## config.mk

```make
export PLATFORM = sky130hd
export DESIGN_NAME = i2c_bus_arbiter
export DESIGN_NICKNAME = d
export VERILOG_FILES = /design/src/rtl/i2c_bus_arbiter_pkg.sv /design/src/rtl/i2c_rr_pick.sv /design/src/rtl/i2c_bus_arbiter.sv
export SDC_FILE = /design/constraint.sdc
export NUM_CORES = 1
export LEC_CHECK = 0
export CAP_MARGIN = 20
export CORE_MARGIN = 2
export CORE_UTILIZATION = 43
export DETAILED_ROUTE_END_ITERATION = 16
export GPL_TIMING_DRIVEN = 1
export PLACE_DENSITY = 0.8
export SYNTH_ARGS = -nofsm -noshare
export SYNTH_HDL_FRONTEND = slang
export SYNTH_HIERARCHICAL = 1
export SYNTH_SLANG_ARGS = --single-unit
```

## constraint.sdc

```tcl
create_clock -name clk -period 3.3 [get_ports clk]
set_input_delay 0.495 -clock clk [delete_from_list [all_inputs] [get_ports clk]]
set_output_delay 0.495 -clock clk [all_outputs]
set_load 0.02 [all_outputs]
```

## src/rtl/i2c_bus_arbiter_pkg.sv

```systemverilog
// Shared definitions for the I2C byte-engine arbiter.
package i2c_bus_arbiter_pkg;

  // Arbiter FSM encodings.
  typedef enum logic [1:0] {
    ARB_IDLE    = 2'd0,
    ARB_GRANT   = 2'd1,
    ARB_RELEASE = 2'd2
  } arb_state_t;

endpackage

```

## src/rtl/i2c_rr_pick.sv

```systemverilog
// Combinational round-robin picker: first set bit of vector searching
// upward from pointer+1, wrapping modulo NUM_REQ.
module i2c_rr_pick
  import i2c_bus_arbiter_pkg::*;
#(
  parameter int NUM_REQ = 4,
  parameter int IDW     = 2
) (
  input  logic [NUM_REQ-1:0] vector,
  input  logic [IDW-1:0]     pointer,
  output logic               found,
  output logic [IDW-1:0]     idx
);

  localparam int SW = IDW + 1;

  logic [2*NUM_REQ-1:0] dbl;
  logic [NUM_REQ-1:0]   rot;
  logic [SW-1:0]        start;
  logic [SW-1:0]        off;
  logic [SW-1:0]        sum;

  // Rotate so that bit 0 of rot is the highest-priority candidate.
  assign dbl   = {vector, vector};
  assign start = {1'b0, pointer} + 1'b1;
  assign rot   = NUM_REQ'(dbl >> start);

  // Lowest set bit of the rotated vector, mapped back to a client index.
  always_comb begin
    found = 1'b0;
    off   = '0;
    for (int j = NUM_REQ - 1; j >= 0; j--) begin
      if (rot[j]) begin
        found = 1'b1;
        off   = SW'(j);
      end
    end
    sum = start + off;
    if (sum >= SW'(NUM_REQ)) sum = sum - SW'(NUM_REQ);
    idx = sum[IDW-1:0];
  end

endmodule

```

## src/rtl/i2c_bus_arbiter.sv

```systemverilog
// Round-robin arbiter sharing one I2C byte engine among NUM_REQ clients,
// with a watchdog that reclaims the bus from a stalled client.
module i2c_bus_arbiter
  import i2c_bus_arbiter_pkg::*;
#(
  parameter int NUM_REQ        = 4,
  parameter int IDW            = 2,
  parameter int TIMEOUT_CYCLES = 65535,
  parameter int CNTW           = 16
) (
  input  logic                 clk,
  input  logic                 reset,
  input  logic [NUM_REQ-1:0]   req,
  output logic [NUM_REQ-1:0]   gnt,
  input  logic [NUM_REQ-1:0]   send,
  input  logic [8*NUM_REQ-1:0] datasend,
  output logic [NUM_REQ-1:0]   sended,
  input  logic [NUM_REQ-1:0]   receive,
  output logic [7:0]           datareceive,
  output logic [NUM_REQ-1:0]   received,
  output logic                 eng_send,
  output logic [7:0]           eng_datasend,
  input  logic                 eng_sended,
  output logic                 eng_receive,
  input  logic [7:0]           eng_datareceive,
  input  logic                 eng_received,
  input  logic                 eng_busy,
  output logic                 timeout,
  output logic [IDW-1:0]       timeout_id
);

  arb_state_t          state, state_nxt;
  logic [NUM_REQ-1:0]  gnt_nxt;
  logic [NUM_REQ-1:0]  mask, mask_nxt;
  logic [IDW-1:0]      idx, idx_nxt;
  logic [IDW-1:0]      ptr, ptr_nxt;
  logic [IDW-1:0]      tid_nxt;
  logic [IDW-1:0]      pick_idx;
  logic                pick_found;
  logic [CNTW-1:0]     cnt, cnt_nxt;
  logic                timeout_nxt;
  logic                granted;

  i2c_rr_pick #(
    .NUM_REQ (NUM_REQ),
    .IDW     (IDW)
  ) u_pick (
    .vector  (req & ~mask),
    .pointer (ptr),
    .found   (pick_found),
    .idx     (pick_idx)
  );

  // Engine/client routing; gnt is zero outside GRANT so strobes stay local.
  assign granted      = (state == ARB_GRANT);
  assign eng_send     = granted & send[idx];
  assign eng_receive  = granted & receive[idx];
  assign eng_datasend = datasend[{idx, 3'b000} +: 8];
  assign sended       = gnt & {NUM_REQ{eng_sended}};
  assign received     = gnt & {NUM_REQ{eng_received}};
  assign datareceive  = eng_datareceive;

  // Next-state, grant, watchdog and mask logic.
  always_comb begin
    state_nxt   = state;
    gnt_nxt     = gnt;
    idx_nxt     = idx;
    ptr_nxt     = ptr;
    cnt_nxt     = cnt;
    mask_nxt    = mask & req;
    timeout_nxt = 1'b0;
    tid_nxt     = timeout_id;
    case (state)
      ARB_IDLE: begin
        cnt_nxt = '0;
        if (pick_found && !eng_busy) begin
          gnt_nxt   = NUM_REQ'(1'b1) << pick_idx;
          idx_nxt   = pick_idx;
          state_nxt = ARB_GRANT;
        end
      end
      ARB_GRANT: begin
        if (!req[idx]) begin
          gnt_nxt   = '0;
          cnt_nxt   = '0;
          state_nxt = ARB_RELEASE;
        end else if (eng_sended || eng_received) begin
          cnt_nxt = '0;
        end else if (cnt == CNTW'(TIMEOUT_CYCLES - 1)) begin
          timeout_nxt   = 1'b1;
          tid_nxt       = idx;
          mask_nxt[idx] = 1'b1;
          gnt_nxt       = '0;
          cnt_nxt       = '0;
          state_nxt     = ARB_RELEASE;
        end else begin
          cnt_nxt = cnt + 1'b1;
        end
      end
      ARB_RELEASE: begin
        if (!eng_busy) begin
          ptr_nxt   = idx;
          state_nxt = ARB_IDLE;
        end
      end
      default: begin
        gnt_nxt   = '0;
        state_nxt = ARB_IDLE;
      end
    endcase
  end

  // State and control registers with synchronous reset.
  always_ff @(posedge clk) begin
    if (reset) begin
      state      <= ARB_IDLE;
      gnt        <= '0;
      idx        <= '0;
      ptr        <= IDW'(NUM_REQ - 1);
      cnt        <= '0;
      mask       <= '0;
      timeout    <= 1'b0;
      timeout_id <= '0;
    end else begin
      state      <= state_nxt;
      gnt        <= gnt_nxt;
      idx        <= idx_nxt;
      ptr        <= ptr_nxt;
      cnt        <= cnt_nxt;
      mask       <= mask_nxt;
      timeout    <= timeout_nxt;
      timeout_id <= tid_nxt;
    end
  end

endmodule

```

==> impl_metrics.env <==
export IMPL_crit_family="flip-flops"
export IMPL_track_usage=0.192
export IMPL_hp_class="reg -> reg"
export IMPL_syn2layout_area_growth_pct=36.6
export IMPL_finalHoldViolCount=0
export IMPL_powerDensity_mw_per_mm2=352
export IMPL_dp_final_hpwl_um=4010
export IMPL_synth_edff_count=0
export IMPL_cts_tree="built"
export IMPL_cp_max_fo=11
export IMPL_ys_ff_latch=33
export IMPL_num_fill_cells=424
export IMPL_critical_path_class="reg -> out"
export IMPL_cts_setup_buffers=0
export IMPL_diodes=0
export IMPL_final_setup_skew_ns=0.00600
export IMPL_cts_htree_levels=2
export IMPL_place_gp_congestion=0.770
export IMPL_cts_root_buf="clkbuf_8"
export IMPL_tns_ns=0
export IMPL_arrival_ns=2.32
export IMPL_worstSkewPairLatency_ns=0.28
export IMPL_fp_dieW_um=75.0
export IMPL_syn_area_per_cell_um2=8.50
export IMPL_met2WireLength_um=2450
export IMPL_drive_above_1_share=0.0946
export IMPL_setup_viol=0
export IMPL_syn_area_mm2=0.00217
export IMPL_drc_errors=0
export IMPL_grt_pass1_wl_um=8260
export IMPL_worst_pin_slew_ns=0.760
export IMPL_met3_length_um=437
export IMPL_routedLengthMet1_um=2030
export IMPL_placed_cells=376
export IMPL_dr_pass1_iters=4
export IMPL_clock_sink_count=33
export IMPL_fin_crit_ns=2.81
export IMPL_slew_violations=0
export IMPL_rsz0062_at_grt="false"
export IMPL_path_buf_inv=1
export IMPL_cpMaxStageDelayCell="dfxtp_1"
export IMPL_ir_worst_vdd_uv=192
export IMPL_cellLeakagePower_uw=0.00108
export IMPL_slew_headroom=0.492
export IMPL_fin_nets=376
export IMPL_ys_flop_type="dfxtp_1"
export IMPL_netlist_instances=255
export IMPL_critPathLaunchType="flip-flop"
export IMPL_grt_pass1_vias=1803
export IMPL_vias=2025
export IMPL_status="completed"
export IMPL_cts_reportedPaths_clkPinSlew_ns=0.07
export IMPL_io_buffers=73
export IMPL_wl_um=4960
export IMPL_grt_start_max_net_pins=18
export IMPL_drt_iter0_drc=96
export IMPL_final_common_cell="clkdlybuf4s50_1"
export IMPL_core_mm2=0.00479
export IMPL_maxCapViolCount=0
export IMPL_row_count=25
export IMPL_cpPeakStageDelay_ns=0.76
export IMPL_io_pin_count=90
export IMPL_layout_cells_non_filler=384
export IMPL_post_route_period_util=0.852
export IMPL_required_ns=2.80
export IMPL_synth_distinct_cells=51
export IMPL_dp_slack_ns=0.386
export IMPL_cp_end_kind="output port"
export IMPL_cts_buffer_depth=2
export IMPL_antenna_found_initial=0
export IMPL_wl_per_cell_um=12.9
export IMPL_die_h_um=75.0
export IMPL_utilization=0.619
export IMPL_antenna_left=0
export IMPL_vias_per_cell=5.27
export IMPL_synth_fp_nets=315
export IMPL_final_cell_mix="73 x clkdlybuf4s50_1, 33 x dfxtp_1, 24 x nand2_1, 18 x nor2_1, 17 x nand3_1"
export IMPL_dieArea_mm2=0.00563
export IMPL_overflow=0
export IMPL_ys_seq_area_frac=0.305
export IMPL_cts_buffers=5
export IMPL_yosys_warnings=6
export IMPL_dr_max_layer_used="met4"
export IMPL_start_util=0.453
export IMPL_setup_ws_ns=0.489
export IMPL_crit_chain="mux4_2, and2_1, clkdlybuf4s50_1"
export IMPL_ys_async_sr_fraction=0
export IMPL_postCtsHoldBufs=0
export IMPL_fmax_mhz=356
export IMPL_cts_resized=0
==> cell families after synthesis <==
logic type | synth area share
flip-flops | 0.305
XOR/XNOR | 0.0202
multiplexers | 0.133
buffers and inverters | 0.0935
AND/OR/NAND/NOR | 0.302
adder cells (fa/ha/maj) | 0.0173
AO/OA/AOI/OAI | 0.130
==> final timing paths <==
kind | startpoint | endpoint | slack (ns) | depth (start not counted)
max | idx[0]$_SDFFE_PP0P_ | eng_send | 0.49 | 3
min | mask[2]$_SDFF_PP0_ | mask[2]$_SDFF_PP0_ | 0.46 | 2
max reg2reg | idx[0]$_SDFFE_PP0P_ | cnt[15]$_SDFFE_PP0P_ | 0.81 | 6
min reg2reg | mask[2]$_SDFF_PP0_ | mask[2]$_SDFF_PP0_ | 0.46 | 2
==> cell usage after synthesis, types with 3 or more instances <==
cell | instances | area (µm²)
nand2_1 | 24 | 90.1
o21ai_0 | 9 | 45.0
ha_1 | 3 | 37.5
or3_1 | 9 | 56.3
nor2b_1 | 10 | 62.6
and2_1 | 11 | 68.8
nand4_1 | 7 | 43.8
a31oi_1 | 3 | 18.8
and3_1 | 3 | 18.8
nor2_1 | 18 | 67.6
clkbuf_1 | 8 | 30.0
nand3_1 | 17 | 85.1
dfxtp_1 | 33 | 661
nor3_1 | 4 | 20.0
a21oi_1 | 15 | 75.1
xnor2_1 | 3 | 26.3
buf_4 | 9 | 67.6
mux4_2 | 11 | 248
inv_1 | 12 | 45.0
a21o_1 | 4 | 30.0
mux2i_1 | 4 | 40.0
==> tightest hold or removal path: stages, from the launching register on <==
cell	delay (ns)
dfxtp_1	0.31
nand2_1	0.05
a21oi_1	0.05
==> area by class of cell <==
| cell class | count | area (µm²) | share of cell area |
|---|---|---|---|
| well taps | 67 | 83.8 | 0.0283 |
| flip-flops and latches | 33 | 661 | 0.223 |
| repair buffers | 76 | 753 | 0.254 |
| multi-input cells | 188 | 1310 | 0.440 |
| inverters | 12 | 45.0 | 0.0152 |
| clock inverters | 3 | 46.3 | 0.0156 |
| clock buffers | 5 | 68.8 | 0.0232 |
==> flip-flops by register name, summed over array words and instances, names as in the netlist <==
register / flops
state: 2
timeout_id: 2
gnt: 4
cnt: 16
ptr: 2
idx: 2
timeout: 1
mask: 4
==> per-layer routing <==
metal | global-route usage | up-vias
met5 | 0 | -
met4 | 0.0496 | 0
met3 | 0.0643 | 4
met2 | 0.321 | 82
met1 | 0.238 | 915
li1 | - | 1024
==> power breakdown <==
part	internal, µW	total [µW]	switching (µW)
registers	407	427	20.6
logic	142	236	94.7
clock network	226	379	153
total	774	1040	268
==> through the flow <==
step / power, µW / instance area, µm² / hold slack [ns]
floorplan: 569 / 2170 / 0.432
global placement: 671 / 2850 / 0.453
detailed placement: 674 / 2850 / 0.456
CTS: 1050 / 2960 / 0.467
global route: 1090 / 2960 / 0.488
finish: 1040 / 2960 / 0.459
Power figures use the tool's default switching activity.
